--- src/rtl/mul_pkg.sv ---
// mul_pkg -- shared definitions for the shift-and-add multiplier.
//   MUL_WIDTH_DEF : default operand width in bits
//   mul_state_e   : controller states (IDLE, RUN, FIN)
package mul_pkg;

  localparam int MUL_WIDTH_DEF = 16;

  typedef enum logic [1:0] {
    ST_IDLE = 2'd0,
    ST_RUN  = 2'd1,
    ST_FIN  = 2'd2
  } mul_state_e;

endpackage

--- src/rtl/shift_add_dp.sv ---
// shift_add_dp -- datapath of the shift-and-add multiplier.
// Holds the multiplicand (zero-extended to 2*WIDTH), the multiplier and the
// accumulator. Each step conditionally adds the multiplicand, then shifts
// the multiplicand left and the multiplier right.
//   clk_i            : clock, rising edge
//   rst_i            : synchronous active-high reset, clears all registers
//   load_i           : capture a_i/b_i and clear the accumulator
//   step_i           : perform one iteration
//   a_i, b_i         : unsigned operands
//   acc_next_o       : accumulator value after the current iteration
//   mplr_next_zero_o : multiplier is zero after the current shift
module shift_add_dp
  import mul_pkg::*;
#(
  parameter int WIDTH = MUL_WIDTH_DEF
) (
  input  logic                 clk_i,
  input  logic                 rst_i,
  input  logic                 load_i,
  input  logic                 step_i,
  input  logic [WIDTH-1:0]     a_i,
  input  logic [WIDTH-1:0]     b_i,
  output logic [2*WIDTH-1:0]   acc_next_o,
  output logic                 mplr_next_zero_o
);

  logic [2*WIDTH-1:0] mcand_q, mcand_d;
  logic [2*WIDTH-1:0] acc_q,   acc_d;
  logic [WIDTH-1:0]   mplr_q,  mplr_d;

  // Full 2*WIDTH add: the product of two WIDTH-bit values always fits.
  always_comb begin
    acc_d   = mplr_q[0] ? (acc_q + mcand_q) : acc_q;
    mcand_d = mcand_q << 1;
    mplr_d  = mplr_q >> 1;
  end

  assign acc_next_o       = acc_d;
  assign mplr_next_zero_o = (mplr_d == '0);

  always_ff @(posedge clk_i) begin
    if (rst_i) begin
      mcand_q <= '0;
      mplr_q  <= '0;
      acc_q   <= '0;
    end else if (load_i) begin
      mcand_q <= {{WIDTH{1'b0}}, a_i};
      mplr_q  <= b_i;
      acc_q   <= '0;
    end else if (step_i) begin
      mcand_q <= mcand_d;
      mplr_q  <= mplr_d;
      acc_q   <= acc_d;
    end
  end

endmodule

--- src/rtl/shift_add_mul.sv ---
// shift_add_mul -- sequential unsigned multiplier, one iteration per clock.
// START is accepted in IDLE or FIN; the product appears on P with DONE high
// WIDTH cycles after acceptance, and stays until the next accepted START.
// Build option: define SHIFT_ADD_MUL_EARLY_TERM_EN to stop iterating as soon
// as the remaining multiplier bits are all zero (same product, lower latency).
//   CK    : clock, rising edge
//   RST   : synchronous active-high reset
//   START : request a multiply (ignored while BUSY)
//   A, B  : unsigned operands, sampled with START
//   BUSY  : iteration sequence in progress
//   DONE  : P holds a fresh result
//   P     : product A*B, 2*WIDTH bits
module shift_add_mul
  import mul_pkg::*;
#(
  parameter int WIDTH = MUL_WIDTH_DEF,
  parameter int CNT_W = $clog2(WIDTH) + 1
) (
  input  logic                 CK,
  input  logic                 RST,
  input  logic                 START,
  input  logic [WIDTH-1:0]     A,
  input  logic [WIDTH-1:0]     B,
  output logic                 BUSY,
  output logic                 DONE,
  output logic [2*WIDTH-1:0]   P
);

`ifdef SHIFT_ADD_MUL_EARLY_TERM_EN
  localparam bit EARLY_TERM = 1'b1;
`else
  localparam bit EARLY_TERM = 1'b0;
`endif

  localparam logic [CNT_W-1:0] LAST_CNT = CNT_W'(WIDTH - 1);

  mul_state_e         state_q, state_d;
  logic [CNT_W-1:0]   cnt_q,   cnt_d;
  logic               done_q,  done_d;
  logic [2*WIDTH-1:0] p_q,     p_d;

  logic               accept;
  logic               step;
  logic               last;
  logic [2*WIDTH-1:0] acc_next;
  logic               mplr_next_zero;

  // FIN behaves like IDLE for acceptance; RUN ignores START entirely.
  assign accept = START && (state_q != ST_RUN);
  assign step   = (state_q == ST_RUN);
  assign last   = (cnt_q == LAST_CNT) || (EARLY_TERM && mplr_next_zero);

  shift_add_dp #(
    .WIDTH (WIDTH)
  ) u_dp (
    .clk_i            (CK),
    .rst_i            (RST),
    .load_i           (accept),
    .step_i           (step),
    .a_i              (A),
    .b_i              (B),
    .acc_next_o       (acc_next),
    .mplr_next_zero_o (mplr_next_zero)
  );

  always_comb begin
    state_d = state_q;
    cnt_d   = cnt_q;
    done_d  = done_q;
    p_d     = p_q;
    unique case (state_q)
      ST_IDLE, ST_FIN: begin
        if (START) begin
          state_d = ST_RUN;
          cnt_d   = '0;
          done_d  = 1'b0;
        end
      end
      ST_RUN: begin
        cnt_d = cnt_q + CNT_W'(1);
        if (last) begin
          // Capture the accumulator including this final iteration.
          state_d = ST_FIN;
          p_d     = acc_next;
          done_d  = 1'b1;
        end
      end
      default: state_d = ST_IDLE;
    endcase
  end

  always_ff @(posedge CK) begin
    if (RST) begin
      state_q <= ST_IDLE;
      cnt_q   <= '0;
      done_q  <= 1'b0;
      p_q     <= '0;
    end else begin
      state_q <= state_d;
      cnt_q   <= cnt_d;
      done_q  <= done_d;
      p_q     <= p_d;
    end
  end

  assign BUSY = (state_q == ST_RUN);
  assign DONE = done_q;
  assign P    = p_q;

endmodule

--- config.mk ---
export PLATFORM = sky130hd
export DESIGN_NAME = shift_add_mul
export DESIGN_NICKNAME = d
export VERILOG_FILES = /design/src/rtl/mul_pkg.sv /design/src/rtl/shift_add_dp.sv /design/src/rtl/shift_add_mul.sv
export SDC_FILE = /design/constraint.sdc
export NUM_CORES = 1
export LEC_CHECK = 0
export CORE_ASPECT_RATIO = 1.1
export CORE_MARGIN = 2
export CORE_UTILIZATION = 55
export CTS_CLUSTER_SIZE = 25
export DETAILED_ROUTE_END_ITERATION = 8
export GPL_TIMING_DRIVEN = 1
export PLACE_DENSITY = 0.85
export SYNTH_ARGS = -nofsm -noshare
export SYNTH_HDL_FRONTEND = slang
export SYNTH_SLANG_ARGS = --single-unit
--- constraint.sdc ---
create_clock -name CK -period 8 [get_ports CK]
set_input_delay 1.6 -clock CK [delete_from_list [all_inputs] [get_ports CK]]
set_output_delay 1.6 -clock CK [all_outputs]
set_load 0.05 [all_outputs]
==> results.json <==
{
  "die_h_um": 119,
  "timing.final.max_slew_violations": 0,
  "final_hold_viol_count": 0,
  "synthArstFlopShare": 0,
  "startpoint_of_the_most_critical_setup_path": "state_q[0]$_SDFFE_PP0P_",
  "route.detailed.vias_per_inst": 6.08,
  "ys_types": 57,
  "wirelength_mm": 17.2,
  "worst_hold_class": "register to register",
  "worstPathArrival_ns": 1.94,
  "die_w_um": 108,
  "cts_made_buffers": 17,
  "nets": 919,
  "drt_pre_antenna_iters": 5,
  "track_usage": 0.269,
  "cts-hold-fix-buffers": 0,
  "power-per-cell-area_nw_per_um2": 199,
  "critPathCaptureType": "output pin",
  "cts_setup_buffers": 0,
  "clock-skew-final_ns": 0.0104,
  "worstSetupPathType": "register to output pin",
  "grt_max_degree": 88,
  "clk-insertion-delay-late_ns": 0.42,
  "rr_startpoint": "u_dp.acc_q[0]$_SDFFE_PP0P_",
  "max_freq_mhz": 283,
  "synth-adder-area-share": 0.0656,
  "vdd.ir_drop.worst_v": 0.000128,
  "grt_antenna_before_repair": 0,
  "port_buffers": 68,
  "synthDominantAreaCellType": "dfxtp_1",
  "synthTopCellsByCount": "dfxtp_1 (120), nand2_1 (103), a21oi_1 (96)",
  "yosys_reg_bits": 120,
  "combinational_family_with_the_most_area_after_synthesis": "compound AO/OA/AOI/OAI gates",
  "syn_area_per_cell_um2": 8.13,
  "reg2reg_to": "P[30]$_SDFFE_PP0P_",
  "area_added_between_synthesis_and_finish_pct": 19.7,
  "drc": 0,
  "fp.coreArea_um2": 11600,
  "core_util_final": 0.681,
  "r2r_slack_ns": 4.94,
  "clkTransAtPathRegs_ns": 0.06,
  "final_layout_size_suffix_gt1_frac": 0.0614,
  "clock_path_buffers": 2,
  "clkSinkCount": 120,
  "start_point_of_the_worst_hold_path": "P[10]$_SDFFE_PP0P_",
  "status": "finished, final reports clean",
  "rsz0062_at_grt": "no",
  "synth_area_leaders": "dfxtp_1 (36%), a21oi_1 (7.3%), mux2i_1 (7.0%)",
  "max-cap-violations": 0,
  "yosys_most_used_dff": "dfxtp_1",
  "die_area_um2": 12900,
  "yosys-mux-area-fraction": 0.0715,
  "h_tree_levels": 4,
  "least_margin_pin_slew_ns": 0.951,
  "antennaDiodeCount": 0,
  "grt_pass1_vias": 5956,
  "synth_compound_area_frac": 0.254,
  "ctsResizeCount": 0,
  "synth_top_area_frac": 0.364,
  "place.detailed.hpwl_mm": 11.2,
  "worstHoldEndpoint": "P[10]$_SDFFE_PP0P_",
  "post-synth-top-count-cell": "dfxtp_1",
  "rows": 41,
  "grt_pass1_wl_mm": 27.6,
  "place.detailed.instances": 981,
  "critPathRequiredTime_ns": 6.40,
  "timing.hold.worst_path_depth": 2,
  "synth-seq-area-share": 0.364,
  "setup_viol_count_final": 0,
  "drt-initial-drc-count": 467,
  "period_minus_slack_ns": 3.54,
  "total_neg_setup_slack_ns": 0,
  "synth_area_in_xor_xnor": 0.0332,
  "initial_core_utilization": 0.569,
  "min_period_over_period": 0.442,
  "postSynthCellCount": 812,
  "gr-total-overflow": 0,
  "routed_wire_length_per_instance_um": 17.0,
  "number_of_synthesized_flops_with_an_enable_pin": 0,
  "leakagePower_uw": 0.00325,
  "final_cells": 1013,
  "maxSlewHeadroom": 0.364,
  "worst-path-max-fanout": 10,
  "place.gp.congestion": 0.968,
  "worst_r2r_path_depth": 10,
  "synthesis.nets": 881,
  "start_kind": "register",
  "drtAntennaViolNets": 0,
  "floorplan.io_pins": 69,
  "tritoncts": "yes",
  "route.vias.total": 6154,
  "layout.filler_cells": 938,
  "synthesis.yosys.warnings": 0,
  "clk_root_buffer_cell": "clkbuf_16",
  "syn_area_um2": 6600,
  "yosys.area_share.simple": 0.173
}
==> placed cells by master (no fill, tap or decap), types with 5 or more instances in the layout <==
cell type	instances
nor3_1	16
o21ai_0	29
a211o_1	7
and3_1	8
a31oi_1	9
mux2i_1	46
clkdlybuf4s50_1	66
nor2_1	95
ha_1	33
a21o_1	22
dfxtp_1	120
buf_4	8
nand3_1	10
nand2_1	103
a211oi_1	55
xnor2_1	17
inv_1	10
nor2b_1	5
a21oi_1	96
clkbuf_16	17
xor2_1	8
==> worst max-delay path, cell delays in order, from the launching register on <==
cell             delay (ns)
dfxtp_1                0.48
nand2b_2               0.14
clkinv_1               0.09
clkdlybuf4s50_1        0.80
==> worst max-delay path by stage <==
| stage | endpoint | slack, ns | cells after the start |
|---|---|---|---|
| after floorplan | BUSY | 4.92 | 5 |
| after global placement | u_dp.acc_q[9]$_SDFFE_PP0P_ | 4.10 | 6 |
| after detailed placement | u_dp.acc_q[12]$_SDFFE_PP0P_ | 4.08 | 6 |
| after CTS | BUSY | 4.47 | 3 |
| after global routing | u_dp.acc_q[6]$_SDFFE_PP0P_ | 4.29 | 6 |
| final | BUSY | 4.46 | 3 |
==> flip-flops by register name, indices dropped and copies added (netlist names) <==
name / cells
state_q: 2
u_dp.mcand_q: 32
u_dp.mplr_q: 16
DONE: 1
u_dp.acc_q: 32
P: 32
cnt_q: 5
==> area by class of cell <==
type | instances | area, µm² | share of cell area
Multi-Input combinational cell | 624 | 3940 | 0.499
Sequential cell | 120 | 2400 | 0.304
Timing Repair Buffer | 76 | 731 | 0.0925
Clock buffer | 17 | 425 | 0.0539
Tap cell | 150 | 188 | 0.0238
Clock inverter | 15 | 169 | 0.0214
Inverter | 11 | 41.3 | 0.00523
==> power by group <==
| group | switching, µW | internal, µW | total [µW] |
|---|---|---|---|
| registers | 18.5 | 618 | 636 |
| logic | 98.4 | 64.3 | 163 |
| clock network | 305 | 465 | 770 |
| total | 422 | 1150 | 1570 |
==> stage by stage <==
| step | hold WS (ns) | setup slack (ns) | power (µW) | area [µm²] |
|---|---|---|---|---|
| floorplan | 0.448 | 4.92 | 757 | 6600 |
| finish | 0.464 | 4.46 | 1570 | 7900 |
| global placement | 0.449 | 4.10 | 803 | 7300 |
| CTS | 0.467 | 4.47 | 1570 | 7900 |
| detailed placement | 0.448 | 4.08 | 805 | 7300 |
| global route | 0.473 | 4.29 | 1620 | 7900 |
==> cell families after synthesis <==
logic type | after synthesis
XOR/XNOR | 25
buffers and inverters | 68
AO/OA/AOI/OAI | 254
flip-flops | 120
AND/OR/NAND/NOR | 264
adder cells (fa/ha/maj) | 34
multiplexers | 47
==> routing by layer <==
| metal | up-vias | global-route usage | wire, µm |
|---|---|---|---|
| met5 | - | 0 | 0 |
| met4 | 0 | 0.146 | 714 |
| met3 | 59 | 0.0701 | 1020 |
| met2 | 205 | 0.426 | 8010 |
| met1 | 2873 | 0.330 | 7500 |
| li1 | 3017 | - | - |
Note: power is estimated with default switching activity, not from simulation.
